[config.mk]
export PLATFORM = sky130hd
export DESIGN_NAME = motoro3_regs_ramp
export DESIGN_NICKNAME = d
export VERILOG_FILES = /design/src/rtl/motoro3_regs_ramp.sv
export SDC_FILE = /design/constraint.sdc
export NUM_CORES = 1
export LEC_CHECK = 0
export ABC_AREA = 1
export CAP_MARGIN = 20
export CORE_ASPECT_RATIO = 2
export CORE_MARGIN = 2
export CORE_UTILIZATION = 39
export CTS_BUF_LIST = sky130_fd_sc_hd__clkbuf_4
export DETAILED_ROUTE_END_ITERATION = 10
export GPL_TIMING_DRIVEN = 0
export HOLD_SLACK_MARGIN = 0.03
export PLACE_DENSITY = 0.69
export RECOVER_POWER = 50
export SLEW_MARGIN = 10
export SYNTH_ARGS = -nofsm -noshare
export SYNTH_HDL_FRONTEND = slang
export SYNTH_SLANG_ARGS = --single-unit
[constraint.sdc]
create_clock -name clk -period 2.7 [get_ports clk]
set_input_delay 0.675 -clock clk [delete_from_list [all_inputs] [get_ports clk]]
set_output_delay 0.675 -clock clk [all_outputs]
set_load 0.005 [all_outputs]
[src/rtl/motoro3_regs_ramp.sv]
// motoro3 register block with soft-start/soft-stop ramping of reload and power.
// Optional build macro: M3REG_RAMP_EN. When it is defined, the outputs slew toward
// their targets on a prescaled tick. When it is undefined, the outputs jump to
// their targets one cycle after the FSM enters RAMP_UP or RAMP_DN.
module motoro3_regs_ramp #(
  parameter int unsigned CNT_W      = 25,
  parameter int unsigned PWR_W      = 8,
  parameter int unsigned RELOAD_DEF = 1666667,
  parameter int unsigned RELOAD_MIN = 1667,
  parameter int unsigned PWR_DEF    = 16,
  parameter int unsigned RAMP_DIV   = 1000
) (
  input  logic             clk,
  input  logic             rst,
  input  logic             wr_en,
  input  logic [1:0]       wr_addr,
  input  logic [31:0]      wr_data,
  input  logic [1:0]       rd_addr,
  output logic [31:0]      rd_data,
  output logic [CNT_W-1:0] m3reg_step_cnt_reload1,
  output logic [PWR_W-1:0] m3reg_power_percent,
  output logic             m3reg_run,
  output logic             m3reg_locked
);

  localparam logic [1:0] StStop   = 2'd0;
  localparam logic [1:0] StRampUp = 2'd1;
  localparam logic [1:0] StLock   = 2'd2;
  localparam logic [1:0] StRampDn = 2'd3;

  localparam logic [CNT_W-1:0] ReloadDef = CNT_W'(RELOAD_DEF);
  localparam logic [CNT_W-1:0] ReloadMin = CNT_W'(RELOAD_MIN);
  localparam logic [PWR_W-1:0] PwrDef    = PWR_W'(PWR_DEF);

  logic [CNT_W-1:0] rld_tgt_q, rld_tgt_d, step_q, step_d, rld_q, rld_d;
  logic [PWR_W-1:0] pwr_tgt_q, pwr_tgt_d, pwr_q, pwr_d;
  logic             run_q, run_d;
  logic [1:0]       state_q, state_d;
  logic [31:0]      rd_data_q, rd_data_d;
  logic [CNT_W-1:0] wr_rld, wr_step, eff_rld, rld_next;
  logic [PWR_W-1:0] wr_pwr, eff_pwr, pwr_next;
  logic             tgt_change, upd;

  // Upper write-data bits are don't-care.
  logic unused_wr_hi;
  assign unused_wr_hi = ^wr_data[31:CNT_W];

  // Write decode: truncate, then clamp the reload floor and a zero step.
  always_comb begin
    wr_rld  = (wr_data[CNT_W-1:0] < ReloadMin) ? ReloadMin : wr_data[CNT_W-1:0];
    wr_pwr  = wr_data[PWR_W-1:0];
    wr_step = (wr_data[CNT_W-1:0] == '0) ? CNT_W'(1) : wr_data[CNT_W-1:0];
    rld_tgt_d = rld_tgt_q;
    pwr_tgt_d = pwr_tgt_q;
    step_d    = step_q;
    run_d     = run_q;
    if (wr_en) begin
      case (wr_addr)
        2'd0:    rld_tgt_d = wr_rld;
        2'd1:    pwr_tgt_d = wr_pwr;
        2'd2:    step_d    = wr_step;
        default: run_d     = wr_data[0];
      endcase
    end
    // Only a target write that would move an output leaves LOCK.
    tgt_change = wr_en && (((wr_addr == 2'd0) && (wr_rld != rld_q)) ||
                           ((wr_addr == 2'd1) && (wr_pwr != pwr_q)));
  end

  // Next FSM state; a run write is seen in the same cycle it is written.
  always_comb begin
    state_d = state_q;
    case (state_q)
      StStop: if (run_d) state_d = StRampUp;
      StRampUp: begin
        if (!run_d) state_d = StRampDn;
        else if ((rld_q == rld_tgt_d) && (pwr_q == pwr_tgt_d)) state_d = StLock;
      end
      StLock: begin
        if (!run_d) state_d = StRampDn;
        else if (tgt_change) state_d = StRampUp;
      end
      default: begin
        if (run_d) state_d = StRampUp;
        else if ((rld_q == ReloadDef) && (pwr_q == '0)) state_d = StStop;
      end
    endcase
  end

`ifdef M3REG_RAMP_EN
  localparam int unsigned      PrescW   = $clog2(RAMP_DIV);
  localparam logic [PrescW-1:0] PrescMax = PrescW'(RAMP_DIV - 1);

  logic [PrescW-1:0] presc_q, presc_d;

  // Prescaler free-runs outside STOP and is pinned to 0 in STOP.
  always_comb begin
    if ((state_q == StStop) || (state_d == StStop)) presc_d = '0;
    else if (presc_q == PrescMax) presc_d = '0;
    else presc_d = presc_q + PrescW'(1);
  end

  // Prescaler register.
  always_ff @(posedge clk) begin
    if (rst) presc_q <= '0;
    else     presc_q <= presc_d;
  end

  assign upd = (state_q != StStop) && (presc_q == PrescMax);
`else
  assign upd = (state_q == StRampUp) || (state_q == StRampDn);
`endif

  // Step the outputs toward the effective targets; old targets apply on a write+tick.
  always_comb begin
    eff_rld = (state_q == StRampDn) ? ReloadDef : rld_tgt_q;
    eff_pwr = (state_q == StRampDn) ? '0 : pwr_tgt_q;
`ifdef M3REG_RAMP_EN
    begin : ramp_step
      logic [CNT_W:0] rld_diff;
      if (rld_q > eff_rld) begin
        rld_diff = {1'b0, rld_q} - {1'b0, eff_rld};
        rld_next = (rld_diff > {1'b0, step_q}) ? (rld_q - step_q) : eff_rld;
      end else begin
        rld_diff = {1'b0, eff_rld} - {1'b0, rld_q};
        rld_next = (rld_diff > {1'b0, step_q}) ? (rld_q + step_q) : eff_rld;
      end
    end
    if (pwr_q < eff_pwr)      pwr_next = pwr_q + PWR_W'(1);
    else if (pwr_q > eff_pwr) pwr_next = pwr_q - PWR_W'(1);
    else                      pwr_next = pwr_q;
`else
    rld_next = eff_rld;
    pwr_next = eff_pwr;
`endif
    rld_d = rld_q;
    pwr_d = pwr_q;
    if (state_q == StStop) begin
      rld_d = ReloadDef;
      pwr_d = '0;
    end else if (upd) begin
      rld_d = rld_next;
      pwr_d = pwr_next;
    end
  end

  // Registered readback mux.
  always_comb begin
    case (rd_addr)
      2'd0:    rd_data_d = 32'(rld_tgt_q);
      2'd1:    rd_data_d = 32'(pwr_tgt_q);
      2'd2:    rd_data_d = 32'(step_q);
      default: rd_data_d = {28'd0, m3reg_locked, state_q, run_q};
    endcase
  end

  // Register file, FSM and output registers.
  always_ff @(posedge clk) begin
    if (rst) begin
      rld_tgt_q <= ReloadDef;
      pwr_tgt_q <= PwrDef;
      step_q    <= CNT_W'(1);
      run_q     <= 1'b0;
      state_q   <= StStop;
      rld_q     <= ReloadDef;
      pwr_q     <= '0;
      rd_data_q <= '0;
    end else begin
      rld_tgt_q <= rld_tgt_d;
      pwr_tgt_q <= pwr_tgt_d;
      step_q    <= step_d;
      run_q     <= run_d;
      state_q   <= state_d;
      rld_q     <= rld_d;
      pwr_q     <= pwr_d;
      rd_data_q <= rd_data_d;
    end
  end

  assign rd_data                = rd_data_q;
  assign m3reg_step_cnt_reload1 = rld_q;
  assign m3reg_power_percent    = pwr_q;
  assign m3reg_run              = (state_q != StStop);
  assign m3reg_locked           = (state_q == StLock);

endmodule

==> summary.txt, run 1 <==
Route
  – Detailed Routing Iterations Pass 1: 5
  – Post-route DRC violation count: 0
  – Vias/cell: between 5 and 6
  – Total Wirelength: around 23000 um
  – Final ANT Viol Nets: 0
  – Vias: ~6700
  – Initial DRC count: roughly 670
  – Wirelength per Cell: 18.7 um

CTS
  – Clock slew at reported path FFs: approximately 0.12 ns
  – Clock Sinks: between 100 and 150
  – TritonCTS buffer count: 17
  – CTS Hold Bufs: 0
  – TritonCTS clock tree: yes
  – Clock buffer depth: 2
  – Root Buffer: clkbuf_4
  – Worst skew pair latency: about 0.57 ns
  – H-tree depth: 4

GRT
  – Largest net degree at the start of global routing: 17
  – Initial antenna violation count: 1
  – Vias in the first global route: ~6400
  – Tot GR Track Use: 28.2%
  – First-pass GRT wire length: 34500 um
  – Total grt overflow: 0

Logic synthesis
  – Synth Warn #: 0
  – Synth top area share: approximately two fifths
  – Multiplexer area fraction after synthesis: less than 1%
  – Main synth FF type: dfxtp_1
  – Most instantiated cells after synthesis: nand2_1, dfxtp_1, inv_1, a21oi_1, nand3_1
  – Synth top area cells: dfxtp_1, nand2_1, a21oi_1
  – Most frequent cell after synthesis: nand2_1
  – Synthesized cell area: 5930 um^2
  – Number of unique standard cell types used by synthesis: 37
  – Area leader, netlist: dfxtp_1
  – Synth Instances: approximately 890
  – Synth Area in Simple Gates: 35.6%
  – Largest family of logic cells by synthesized area: simple AND/OR/NAND/NOR gates
  – Post-Synth XOR/XNOR Area: ~2.1%
  – Synth Area in Adders: 0%
  – Sequential area share after synthesis: roughly two fifths
  – Async SR Flop Fraction: 0%
  – Post-synthesis compound-gate area fraction: about 12%
  – EDFF count, synth: 0
  – Seq cells post-synth: ~120
  – Synth Area per Inst: around 6.7 um^2

Critical path
  – Crit path top cell by count: nand2_1
  – Startpoint Class: input pin
  – Worst Path Arrival: 3.11 ns
  – R2R Setup Slk: between 0.3 and 0.4 ns
  – Reg-to-Reg End: state_q[0]$_SDFFE_PP0P_
  – Setup crit start: wr_data[20]
  – Crit path max fanout: 10
  – FF-to-FF Start: m3reg_step_cnt_reload1[13]$_SDFFE_PP1P_
  – Worst setup path endpoint: state_q[0]$_SDFFE_PP0P_
  – Crit-path cells: clkdlybuf4s50_1, inv_2, nand4_1, nor3_2, nand2_4, buf_8, nand3_2, nand2_1, nand2_1, nand3_2, nor3_4, nand3_2, a21oi_2, nand2_1, nand2_1, nand2_1, nor2_1
  – Slowest cell on crit path: clkdlybuf4s50_1
  – Worst endpoint required time: around 3.2 ns
  – Crit path largest cell delay: approximately 0.46 ns
  – CP Capture Type: flip-flop
  – Worst R2R Path Depth: 14
  – WS Path Type: in -> reg

STA
  – Worst-Margin Slew: approximately 0.80 ns
  – Pins Over Slew Limit: 0
  – Rel. slew slack: between 40% and 50%
  – RSZ-0062 raised after global routing: no
  – Fin crit period: 2.59 ns
  – Clock skew: 0.0142 ns
  – Fmax: 385 MHz
  – Hold slack: between 0.4 and 0.5 ns
  – Hold Vio Cnt, Final: 0
  – Final worst setup slack: between 0.1 and 0.15 ns
  – Final Setup Violations: 0
  – Share of the clock period used by the worst path: between 90% and 100%

Worst hold path
  – Min-delay src: step_q[15]$_SDFFE_PP0P_
  – Worst hold-check path type: reg -> reg

Flow run
  – MaxCap Viol Count: 0

Placed design
  – # port buffers: 90
  – GP Congestion: around 0.98
  – HPWL Detailed: around 17000 um
  – Worst slack, placed: -0.812 ns

Die
  – Site Rows: 63
  – Initial Util: 40.0%
  – Core area: 14800 um^2
  – Die footprint: 16300 um^2
  – Ports: around 110
  – Die X-Extent: about 91 um
  – Die Height: 178 um

Cells and area
  – Layout area overhead: 27.3%
  – Fillers: around 1600
  – Nets: 1051
  – Share of cells above drive strength 1: 10.3%

Power and ir drop
  – Peak supply drop: ~0.00034 V
  – Lkg Pwr: between 3 and 4 nW
  – Pwr per Cell Area: approximately 580 nW/um^2

Status
  – Outcome: finished, final reports clean
-- registers in the layout, indices dropped and copies added (netlist names) --
signal                  count
state_q                     2
run_q                       1
m3reg_power_percent         8
rld_tgt_q                  25
pwr_tgt_q                   8
step_q                     25
rd_data                    25
m3reg_step_cnt_reload1     25
-- kinds of logic (layout without fill, tap and decap cells) --
kind of cell	Yosys count	count (layout)
buffers and inverters	130	260
multiplexers	1	1
other	1	8
AO/OA/AOI/OAI	138	138
XOR/XNOR	14	14
flip-flops	119	119
AND/OR/NAND/NOR	486	486
-- how the worst min path moves through the flow --
stage | endpoint | cells past startpoint | slack (ns)
finish | rd_data[15]$_SDFF_PP0_ | 2 | 0.46
global route | step_q[4]$_SDFFE_PP0P_ | 3 | 0.47
CTS | rd_data[15]$_SDFF_PP0_ | 2 | 0.46
detailed placement | rd_data[17]$_SDFF_PP0_ | 2 | 0.45
global placement | rd_data[17]$_SDFF_PP0_ | 2 | 0.45
floorplan | rd_data[10]$_SDFF_PP0_ | 2 | 0.44
-- per-layer routing --
metal	vias up	wire length, um	global-route usage (%)
met5	-	0	0
met4	0	2360	24.9
met3	134	1620	5.83
met2	407	11400	50.1
met1	2993	7410	27.0
li1	3121	-	-
-- cell type report --
| cell class | instances | area, um^2 | area share [%] |
|---|---|---|---|
| antenna | 1 | 2.50 | 0.0332 |
| timing repair buffer | 98 | 962 | 12.8 |
| clock buffer | 19 | 143 | 1.89 |
| multi-input combinational | 646 | 3030 | 40.2 |
| clock inverter | 13 | 204 | 2.70 |
| buffer | 45 | 256 | 3.40 |
| sequential | 119 | 2380 | 31.6 |
| tap | 195 | 244 | 3.23 |
| inverter | 85 | 322 | 4.26 |
-- critical path, delay by kind of cell --
family                 cells  cell delay (ns)
AO/OA/AOI/OAI              1             0.17
buffers and inverters      3             0.73
AND/OR/NAND/NOR           13             1.53
-- placed cells by master (no fill, tap or decap), drive strengths merged --
master	n
a21oi	78
buf	29
bufinv	5
clkbuf	47
clkdlybuf4s50	72
clkinv	6
clkinvlp	2
conb	7
dfxtp	119
diode	1
dlygate4sd2	3
dlygate4sd3	1
dlymetal6s2s	10
inv	85
mux2i	1
nand2	309
nand3	78
nand4	20
nor2	53
nor3	6
nor4	9
o211ai	4
o21a	1
o21ai	41
o22ai	14
or2	10
or4	1
xnor2	7
xor2	7
-- power by group --
group	internal [mW]	switching [mW]
clock	0.843	0.751
combinational	0.296	0.605
sequential	1.83	0.0636
-- per-stage QoR --
stage	setup TNS (ns)	area, um^2	utilization, %	power, mW	cells
detailed placement	-5.12	7090	47.9	2.80	1180
CTS	0	7450	50.2	4.36	1213
floorplan	0	5950	-	2.41	895
global route	0	7550	50.9	4.55	1221
global placement	-4.97	7090	47.9	2.79	1180
finish	0	7550	50.9	4.39	1221
-- timing repair --
action,CTS,global route
pin swaps,1,5
setup buffers,1,7
endpoints found under the hold margin,0,0
gates resized for setup,8,38
setup endpoints to repair,2,2
gates cloned,0,0
No activity file was read; power rests on OpenSTA's default activity.
==> inputs of run 2 (changes only) <==
==> constraint.sdc (replaced) <==
create_clock -name clk -period 2.7 [get_ports clk]
set_input_delay 0.675 -clock clk [delete_from_list [all_inputs] [get_ports clk]]
set_output_delay 0.675 -clock clk [all_outputs]
set_load 0.02 [all_outputs]
==> run 2 against run 1 <==
Compared with the run above:
- power up 0.85%
- combinational power up 3.7%
- sequential power about the same
- die area unchanged
- highest routed layer unchanged
==> summary.txt, run 2 (same netlist as run 1, synthesis figures left out) <==
GRT
  – Total grt overflow: 0
  – Largest net degree at the start of global routing: 17
  – Vias in the first global route: between 6000 and 7000
  – First-pass GRT wire length: between 30000 and 40000 um
  – Tot GR Track Use: 28.2%
  – Initial antenna violation count: 1

CTS
  – Root Buffer: clkbuf_4
  – Clock buffer depth: 2
  – Worst skew pair latency: roughly 0.56 ns
  – H-tree depth: 4
  – Clock slew at reported path FFs: approximately 0.12 ns
  – Clock Sinks: ~120
  – TritonCTS buffer count: 17
  – TritonCTS clock tree: yes

Route
  – Vias/cell: 5.44
  – Initial DRC count: just over 700
  – Final ANT Viol Nets: 0
  – Total Wirelength: 22700 um
  – Post-route DRC violation count: 0
  – Detailed Routing Iterations Pass 1: 9
  – Wirelength per Cell: roughly 19 um
  – Vias: around 6600

Die
  – Die X-Extent: slightly above 90 um
  – Ports: ~110
  – Site Rows: 63
  – Core area: 14800 um^2
  – Initial Util: approximately two fifths
  – Die Height: ~180 um
  – Die footprint: between 15000 and 20000 um^2

Placed design
  – HPWL Detailed: ~17000 um
  – Placed Cells: 1180
  – Post-place instance area: 7090 um^2
  – # port buffers: 90
  – GP Congestion: around 1

STA
  – Pins Over Slew Limit: 0
  – Rel. slew slack: approximately 47%
  – Fmax: about 380 MHz
  – Hold Vio Cnt, Final: 0
  – Final Setup Violations: 0
  – Clock skew: 0.0176 ns
  – Fin crit period: 2.64 ns
  – Worst-Margin Slew: 0.796 ns
  – Hold slack: between 0.4 and 0.5 ns
  – Share of the clock period used by the worst path: 97.6%
  – RSZ-0062 raised after global routing: yes

Critical path
  – Crit path max fanout: 10
  – Startpoint Class: input pin
  – Worst Path Arrival: about 3.1 ns
  – FF-to-FF Start: m3reg_step_cnt_reload1[19]$_SDFFE_PP1P_
  – R2R Setup Slk: roughly 0.44 ns
  – Worst endpoint required time: approximately 3.2 ns
  – CP Capture Type: flip-flop
  – Setup crit start: wr_data[20]
  – WS Path Type: in -> reg

Power and ir drop
  – Comb pwr share: 21.1%
  – Net Sw Frac: between 30% and 40%
  – Clock share of power: between 30 and 40%
  – Flop pwr share: roughly 43%
  – Lkg Pwr: roughly 3.4 nW
  – Total Power: 4.43 mW
  – Peak supply drop: around 0.00034 V
  – Psw: between 1 and 1.5 mW
  – Internal: 2.97 mW
  – Pwr per Cell Area: just under 600 nW/um^2

Cells and area
  – Most frequent cells in the layout: nand2_1, dfxtp_1, a21oi_1
  – Final Instance Area: around 7500 um^2
  – Nets: 1046
  – Commonest non-fill, non-tap cell in the layout: nand2_1
  – Share of cells above drive strength 1: under 10%
  – Layout area overhead: 26.8%
  – Finished Layout Cells: 1216

Status
  – Outcome: finished, final reports clean

Worst hold path
  – Min-delay src: step_q[12]$_SDFFE_PP0P_
  – Worst hold-check path type: reg -> reg

Flow run
  – MaxCap Viol Count: 0
## run 2: cell types whose count changed in the layout (fill, tap and decap cells not counted), sizes merged
cell | before | now
clkbuf | 47 | 43
buf | 29 | 25
clkdlybuf4s50 | 72 | 75
dlymetal6s2s | 10 | 7
clkdlybuf4s15 | 0 | 2
dlygate4sd2 | 3 | 4
## run 2: power groups by stage
stage	registers, mW	clock network [mW]	logic, mW
floorplan	1.94	0	0.517
global placement	1.93	0	0.913
detailed placement	1.93	0	0.918
CTS	1.89	1.60	0.922
global route	1.91	1.67	1.00
finish	1.90	1.59	0.934
## run 2: path summary, 6_finish.rpt
check / end / cells past startpoint
worst max register to register: state_q[0]$_SDFFE_PP0P_ / 10
worst min register to register: rd_data[12]$_SDFF_PP0_ / 2
worst min-delay path: rd_data[12]$_SDFF_PP0_ / 2
worst max-delay path: state_q[0]$_SDFFE_PP0P_ / 17
## run 2: timing repair
action	CTS	global route
pin swaps	1	2
hold endpoints to repair	0	0
hold buffers	0	0
cloned	0	0
setup buffers	1	3
gates resized for setup	8	27
endpoints found under the setup margin	2	4
## run 2: metrics by stage
step	setup TNS, ns	setup slack (ns)	util, %
after floorplan	0	0.351	-
final	0	0.0643	50.7
after detailed placement	-5.12	-0.812	47.9
after global routing	-0.0134	-0.0134	50.7
after CTS	0	0.000613	50.2
after global placement	-4.97	-0.792	47.9
## run 2: metal layers
metal / vias to the layer above / track usage [%] / part of all wire, %
li1: 3116 / - / -
met1: 2985 / 27.0 / 33
met2: 379 / 50.1 / 50
met3: 137 / 5.83 / 6.7
met4: 0 / 24.9 / 10
met5: - / 0 / 0
## run 2: layout make-up
class	count	area, um^2
Tap cell	195	244
Multi-Input combinational cell	646	3030
Buffer	44	249
Timing Repair Buffer	94	938
Clock buffer	19	143
Antenna cell	1	2.50
Fill cell	1581	7300
Inverter	85	322
Sequential cell	119	2380
Clock inverter	13	204
## run 2: critical path: stages
cell and delay, ns:
clkdlybuf4s50_1 0.45, inv_2 0.14, nand4_1 0.15, nor3_2 0.28, nand2_4 0.14, buf_6 0.17, nand3_2 0.08, nand2_1 0.06
nand2_1 0.07, nand3_2 0.10, nor3_4 0.25, nand3_2 0.13, a21oi_2 0.15, nand2_1 0.08, nand2_1 0.06, nand2_1 0.05
nor2_1 0.09
